`config.mk`:
```
export PLATFORM = sky130hd
export DESIGN_NAME = artyz7_led_sequencer
export DESIGN_NICKNAME = d
export VERILOG_FILES = /design/src/rtl/artyz7_led_sequencer.sv
export SDC_FILE = /design/constraint.sdc
export NUM_CORES = 1
export LEC_CHECK = 0
export ABC_AREA = 1
export CAP_MARGIN = 20
export CORE_ASPECT_RATIO = 0.7
export CORE_UTILIZATION = 50
export CTS_BUF_LIST = sky130_fd_sc_hd__clkbuf_2 sky130_fd_sc_hd__clkbuf_4 sky130_fd_sc_hd__clkbuf_8
export CTS_CLUSTER_SIZE = 14
export DETAILED_ROUTE_END_ITERATION = 7
export GPL_TIMING_DRIVEN = 0
export PLACE_DENSITY = 0.7
export SLEW_MARGIN = 40
export SYNTH_ARGS = -nofsm -noshare
export SYNTH_HDL_FRONTEND = slang
export SYNTH_SLANG_ARGS = --single-unit
```
`constraint.sdc`:
```
create_clock -name ext_clk -period 1.84 [get_ports ext_clk]
set_input_delay 0.368 -clock ext_clk [delete_from_list [all_inputs] [get_ports ext_clk]]
set_output_delay 0.368 -clock ext_clk [all_outputs]
set_load 0.1 [all_outputs]
```
`src/rtl/artyz7_led_sequencer.sv`:
```
// LED bank sequencer for the Arty Z7: accepts mode/pattern commands and drives
// the LEDs as off, a static pattern, a walking one or a blinking pattern,
// stepping on a prescaled tick.
module artyz7_led_sequencer #(
  parameter int NUM_LEDS    = 4,
  parameter int TICK_CYCLES = 12_500_000
) (
  input  logic                ext_clk,
  input  logic                reset,
  input  logic                cmd_valid,
  output logic                cmd_ready,
  input  logic [1:0]          cmd_mode,
  input  logic [NUM_LEDS-1:0] cmd_pattern,
  output logic [NUM_LEDS-1:0] led,
  output logic                busy,
  output logic [7:0]          step_count
);

  localparam int CW = (TICK_CYCLES > 1) ? $clog2(TICK_CYCLES) : 1;
  localparam logic [CW-1:0]       TICK_LAST = CW'(TICK_CYCLES - 1);
  localparam logic [NUM_LEDS-1:0] WALK_INIT = NUM_LEDS'(1);

  typedef enum logic [1:0] {IDLE, LOAD, RUN} state_t;
  typedef enum logic [1:0] {M_OFF, M_STATIC, M_WALK, M_BLINK} mode_t;

  state_t              state_reg;
  mode_t               mode_reg;
  logic [NUM_LEDS-1:0] pattern_reg;
  logic [NUM_LEDS-1:0] led_reg;
  logic [CW-1:0]       tick_cnt_reg;
  logic [7:0]          step_reg;
  logic                ready_reg;
  logic                busy_reg;

  logic                transfer;
  logic                tick;
  logic [NUM_LEDS-1:0] walk_rot;
  logic [NUM_LEDS-1:0] load_led;
  logic [NUM_LEDS-1:0] step_led;

  assign transfer   = cmd_valid && ready_reg;
  assign tick       = (state_reg == RUN) && (tick_cnt_reg == TICK_LAST);
  assign cmd_ready  = ready_reg;
  assign busy       = busy_reg;
  assign led        = led_reg;
  assign step_count = step_reg;

  // Rotate-left wiring: the top LED wraps back into LD0.
  for (genvar gi = 0; gi < NUM_LEDS; gi++) begin : g_rot
    assign walk_rot[gi] = led_reg[(gi + NUM_LEDS - 1) % NUM_LEDS];
  end

  // Initial LED value presented when a latched command is loaded.
  always_comb begin
    load_led = '0;
    case (mode_reg)
      M_STATIC, M_BLINK: load_led = pattern_reg;
      M_WALK:            load_led = WALK_INIT;
      default:           load_led = '0;
    endcase
  end

  // LED value after one tick step in the running modes.
  always_comb begin
    step_led = led_reg;
    case (mode_reg)
      M_WALK:  step_led = walk_rot;
      M_BLINK: step_led = (led_reg == '0) ? pattern_reg : '0;
      default: step_led = led_reg;
    endcase
  end

  // Control FSM with registered outputs; a transfer in RUN always beats a tick.
  always_ff @(posedge ext_clk or posedge reset) begin
    if (reset) begin
      state_reg    <= IDLE;
      mode_reg     <= M_OFF;
      pattern_reg  <= '0;
      led_reg      <= '0;
      tick_cnt_reg <= '0;
      step_reg     <= '0;
      ready_reg    <= 1'b0;
      busy_reg     <= 1'b0;
    end else begin
      case (state_reg)
        IDLE: begin
          if (transfer) begin
            state_reg   <= LOAD;
            mode_reg    <= mode_t'(cmd_mode);
            pattern_reg <= cmd_pattern;
            ready_reg   <= 1'b0;
            busy_reg    <= 1'b1;
          end else begin
            ready_reg   <= 1'b1;
            busy_reg    <= 1'b0;
          end
        end
        LOAD: begin
          led_reg      <= load_led;
          tick_cnt_reg <= '0;
          step_reg     <= '0;
          ready_reg    <= 1'b1;
          if (mode_reg == M_WALK || mode_reg == M_BLINK) begin
            state_reg <= RUN;
            busy_reg  <= 1'b1;
          end else begin
            state_reg <= IDLE;
            busy_reg  <= 1'b0;
          end
        end
        RUN: begin
          if (transfer) begin
            state_reg   <= LOAD;
            mode_reg    <= mode_t'(cmd_mode);
            pattern_reg <= cmd_pattern;
            ready_reg   <= 1'b0;
          end else begin
            if (tick) begin
              tick_cnt_reg <= '0;
              led_reg      <= step_led;
              if (step_reg != 8'hFF) step_reg <= step_reg + 8'd1;
            end else begin
              tick_cnt_reg <= tick_cnt_reg + CW'(1);
            end
          end
        end
        default: begin
          state_reg <= IDLE;
          ready_reg <= 1'b1;
          busy_reg  <= 1'b0;
        end
      endcase
    end
  end

endmodule

```
# Word-level counts from Yosys, hierarchy flattened
# Index checks and enable logic that the tools add are counted.
# W data, S select, Z words.
# op_classes
add_sub_neg,2
n_eq_ne,13
mux,22
n_reduce_logical,12
# op_table
cell,n
$mux W24,2
$pmux W24 S2,1
$add A24 B1 Y24 const B,1
$eq A24 B24 Y1 const B,1
$mux W8,3
$pmux W4 S2,3
$pmux W8 S2,1
$mux W4,3
$add A8 B1 Y8 const B,1
$ne A8 B8 Y1 const B,1
$reduce_and A4 Y1,2
$eq A2 B2 Y1 const B,3
$ne A2 B2 Y1 const B,3
$eq A2 B1 Y1 const B,2
$logic_not A4 Y1,1
$mux W1,4
$mux W2,2
$ne A2 B1 Y1 const B,2
$pmux W2 S2,1
$reduce_and A2 Y1,2
$reduce_or A2 Y1,2
$ne A3 B1 Y1 const B,1
$pmux W1 S3,1
$logic_and A1 B1 Y1,2
4 further kinds,4
# totals
reg_bits,46
in_bits,9
output_inout_bits,14
elab_cells,57

# Logic depth before layout (Yosys ltp)
# logic_depth
depth_word,6
mapped_depth,12
depth_no_buf,12

# Worst setup path after synthesis
# OpenSTA, ideal clock, no wires.
# synth_timing
path_type,reg-to-reg
from,register step_reg[0] (netlist: step_count[0])
to,register step_reg[5] (netlist: step_count[5])
setup_time_ns,0.068
t_arrival_ns,2.087
required_ns,1.772
slack_ns,-0.315
path_stages_with_launch,8
n_path_buf,0
period_less_slack_ns,2.155
path_cell_list,dfrtp_1 > ha_1 > nand3_1 > o21ai_0 > nand2_2 > nand3_2 > nand2_1 > nand2_1
# synth_via
elab_chain_cells,5
word_cells_on_any_way,8
classes_between,1 x add/sub; 2 x eq/ne; 4 x mux; 1 x reduce/logical
# synth_lines
element,line_no,text
from (decl),31,logic [7:0] step_reg;
from (signal assigned),121,if (step_reg != 8'hFF) step_reg <= step_reg + 8'd1;
$add A8 B1 Y8,121,
$mux W8,121,
$mux W8,118,if (tick) begin
$mux W8,112,if (transfer) begin
$pmux W8 S2,85,case (state_reg)
# Parallel ways exist; a longest one is shown, timed or not. The select of a mux whose other input is x is not followed.
# A chain may end at the register's enable or synchronous reset.

# Worst setup path in the final report
# layout_timing
from,register state_reg[0]
to,register tick_cnt_reg[9]
# layout_via
elab_chain_cells,5
word_cells_on_any_way,9
classes_between,3 x eq/ne; 3 x mux; 3 x reduce/logical
# layout_lines
element,line_no,text
from (decl),26,state_t state_reg;
from (signal assigned),76,state_reg <= IDLE;
from (signal assigned),88,state_reg <= LOAD;
from (signal assigned),104,state_reg <= RUN;
$eq A2 B2 Y1,"42, 85",
$logic_and A1 B1 Y1,42,assign tick = (state_reg == RUN) && (tick_cnt_reg == TICK_LAST);
$mux W24,118,
$mux W24,112,
$pmux W24 S2,85,
to (signal assigned),123,tick_cnt_reg <= tick_cnt_reg + CW'(1);
to (decl),30,logic [CW-1:0] tick_cnt_reg;
# Parallel ways exist; a longest one is shown, timed or not. The select of a mux whose other input is x is not followed.

==> summary.txt <==
crit path capture type - flop
worst hold path class - in -> async
CTS max path bufs - 2
Die Y - 65.3 µm
worst reg2reg path endpoint - tick_cnt_reg[9]
crit path DAT - 1.99 ns
CP max stage cell - dfrtp_1
Chip Width - 92.4 µm
latest clock arrival within the worst-skew pair - 0.31 ns
worst setup path category - reg -> reg
Tmin final - 1.75 ns
row count - 22
DR pass1 iterations - 5
nets@finish - 461
DR vias/cell - 5.08
cell area after synthesis - 2860 µm²
placed instance count - 505
post-DP HPWL - 4820 µm
syn_nets - 425
WL final - 6630 µm
Slew Limit Fails - 0
Yosys warnings - 0
top_reg_cell synth - dfrtp_1
Gate Count Post-Synth - 410
Post-route DRC - 0
Synth top area share - 0.403
Post-synth EDFFs - 0
cell mode on critical path - nand2_4
WP data required - 2.08 ns
gr usage total - 0.242
Vias - 2,635
final hold slack - 0.337 ns
crit share post-route - 0.951
leak pwr - 1.63 nW
synth top area cells - dfrtp_1 (40%), nand2_1 (19%), nor2_1 (8.8%), inv_1 (5.5%), nand3_1 (4.4%)
Fin. Hold Viols - 0
antenna-violating nets left - 0
sequential share of the synthesized area - 0.403
Reg2Reg Setup Slack - 0.09 ns
pre-CTS WS - -0.131 ns
r2r startpoint - state_reg[0]
total grt overflow - 0
num ports - 23
critical path's largest stage delay - 0.40 ns
worst setup margin - 0.0896 ns
Port Buffer Count - 22
Worst VDD drop - 0.000629 V
die area - 6030 µm²
placeable core area - 5370 µm²
ys async rst share - 1.00
max FFs per register - 24
Power Dens Cells - 1300 nW/µm²
r2r worst-path depth - 10
Max Cap Viol - 0
first-pass GRT wire length - 11,100 µm
Fin Clk Skew - 0.00903 ns
syn_area_per_cell - 6.97 µm²
initial antenna violation count - 0
crit path cell chain - inv_1, ha_2, inv_2, nand2_2, nand2_4, buf_4, nand2_4, inv_4, buf_8, nor2_1
Setup Viol. Count Final - 0
area delta synth->final - 15.5%
outcome - completed
Num CTS Buffers - 5
Starting Density - 0.533
CTS sink cnt - 46
Max Clk Rate - 571 MHz
Final GP Congestion - 0.897
largest net degree at the start of global routing - 29
clk root buf - clkbuf_8
slew margin rel. - 0.640
Worst Max-Slew Pin Slew - 0.540 ns
Antenna Cells - 0
Yosys top cell by area - dfrtp_1
# H-tree levels - 2
Synth cell types - 34
TritonCTS clock tree - done
Yosys reg bits - 46
Post-synth top cells - nand2_1 (142), nor2_1 (67), dfrtp_1 (46)
Post-Layout Cell Count - 519
Clk pin slew, worst setup/hold paths - 0.09 ns
CP Launch Type - flop
share of cells above drive strength 1 - 0.154
Post-CTS Hold Fix Bufs - 0
number of global-route vias before repair - 2,305
1st-iter DRT viols - 197
top-count cell post-synth - nand2_1
critical-path maximum fanout - 10
DR WL/cell - 12.8 µm
[layout by cell type, fill, tap and decap left out, drive strengths merged, types with 6 or more instances in the layout]
cell type and n:
inv 46, o21ai 8, buf 27, dfrtp 46, clkbuf 7, nand2 151, nor2 73, ha 6
nand4 17, clkdlybuf4s50 8, nand3 27
[power breakdown]
part,internal [mW],switching [mW]
logic,0.628,1.57
registers,1.18,0.152
clock network,0.400,0.364
total,2.21,2.08
[critical path, delay by kind of cell, from the launching register on]
family                   cells  cell delay, ns
buffers and inverters        5            0.54
AND/OR/NAND/NOR              4            0.45
flip-flops                   1            0.40
adder cells (fa/ha/maj)      1            0.26
[repair_timing]
action / CTS / global route
pin swaps: 0 / 2
endpoints found under the setup margin: 8 / 24
setup buffers: 0 / 6
gates resized for setup: 1 / 7
[layer usage]
layer	wire length (µm)	track usage
met5	0	0
met4	35	0.0586
met3	307	0.0625
met2	2540	0.329
met1	3750	0.376
[cell families (layout without fill, tap and decap cells)]
group,count (synthesis),in the layout,share of synthesized area
xor+xnor,6,6,0.0184
compound gates,22,22,0.0486
simple gates,276,276,0.423
fa+ha+maj,6,6,0.0263
buf+inv,54,91,0.0814
flops,46,46,0.403
[final cells by class]
type	count	area, µm²
fill	489	2070
multi-input combinational	310	1490
sequential	46	1160
timing repair buffer	29	215
inverter	46	178
tap	72	90.1
clock buffer	5	68.8
buffer	8	62.6
clock inverter	3	40.0
[how the worst max path moves through the flow]
stage                        from          endpoint  slack [ns]  cells after the start
floorplan           step_count[5]     step_count[5]       0.002                      6
global placement            reset         cmd_ready       -0.77                      2
detailed placement      cmd_valid     step_count[1]       -0.13                      7
CTS                  state_reg[0]     step_count[5]        0.06                      8
global route         state_reg[0]  tick_cnt_reg[20]       -0.05                     10
finish               state_reg[0]   tick_cnt_reg[9]        0.09                     10
[stage by stage]
| stage | power, mW | utilization | TNS [ns] | instance area (µm²) |
|---|---|---|---|---|
| after floorplan | 2.91 | - | 0 | 2870 |
| after global placement | 3.41 | 0.592 | -31.32 | 3180 |
| after detailed placement | 3.38 | 0.583 | -1.42 | 3130 |
| after CTS | 4.16 | 0.603 | 0 | 3240 |
| after global routing | 4.59 | 0.615 | -0.152 | 3300 |
| final | 4.29 | 0.615 | 0 | 3300 |
No activity file was read; power rests on OpenSTA's default activity.
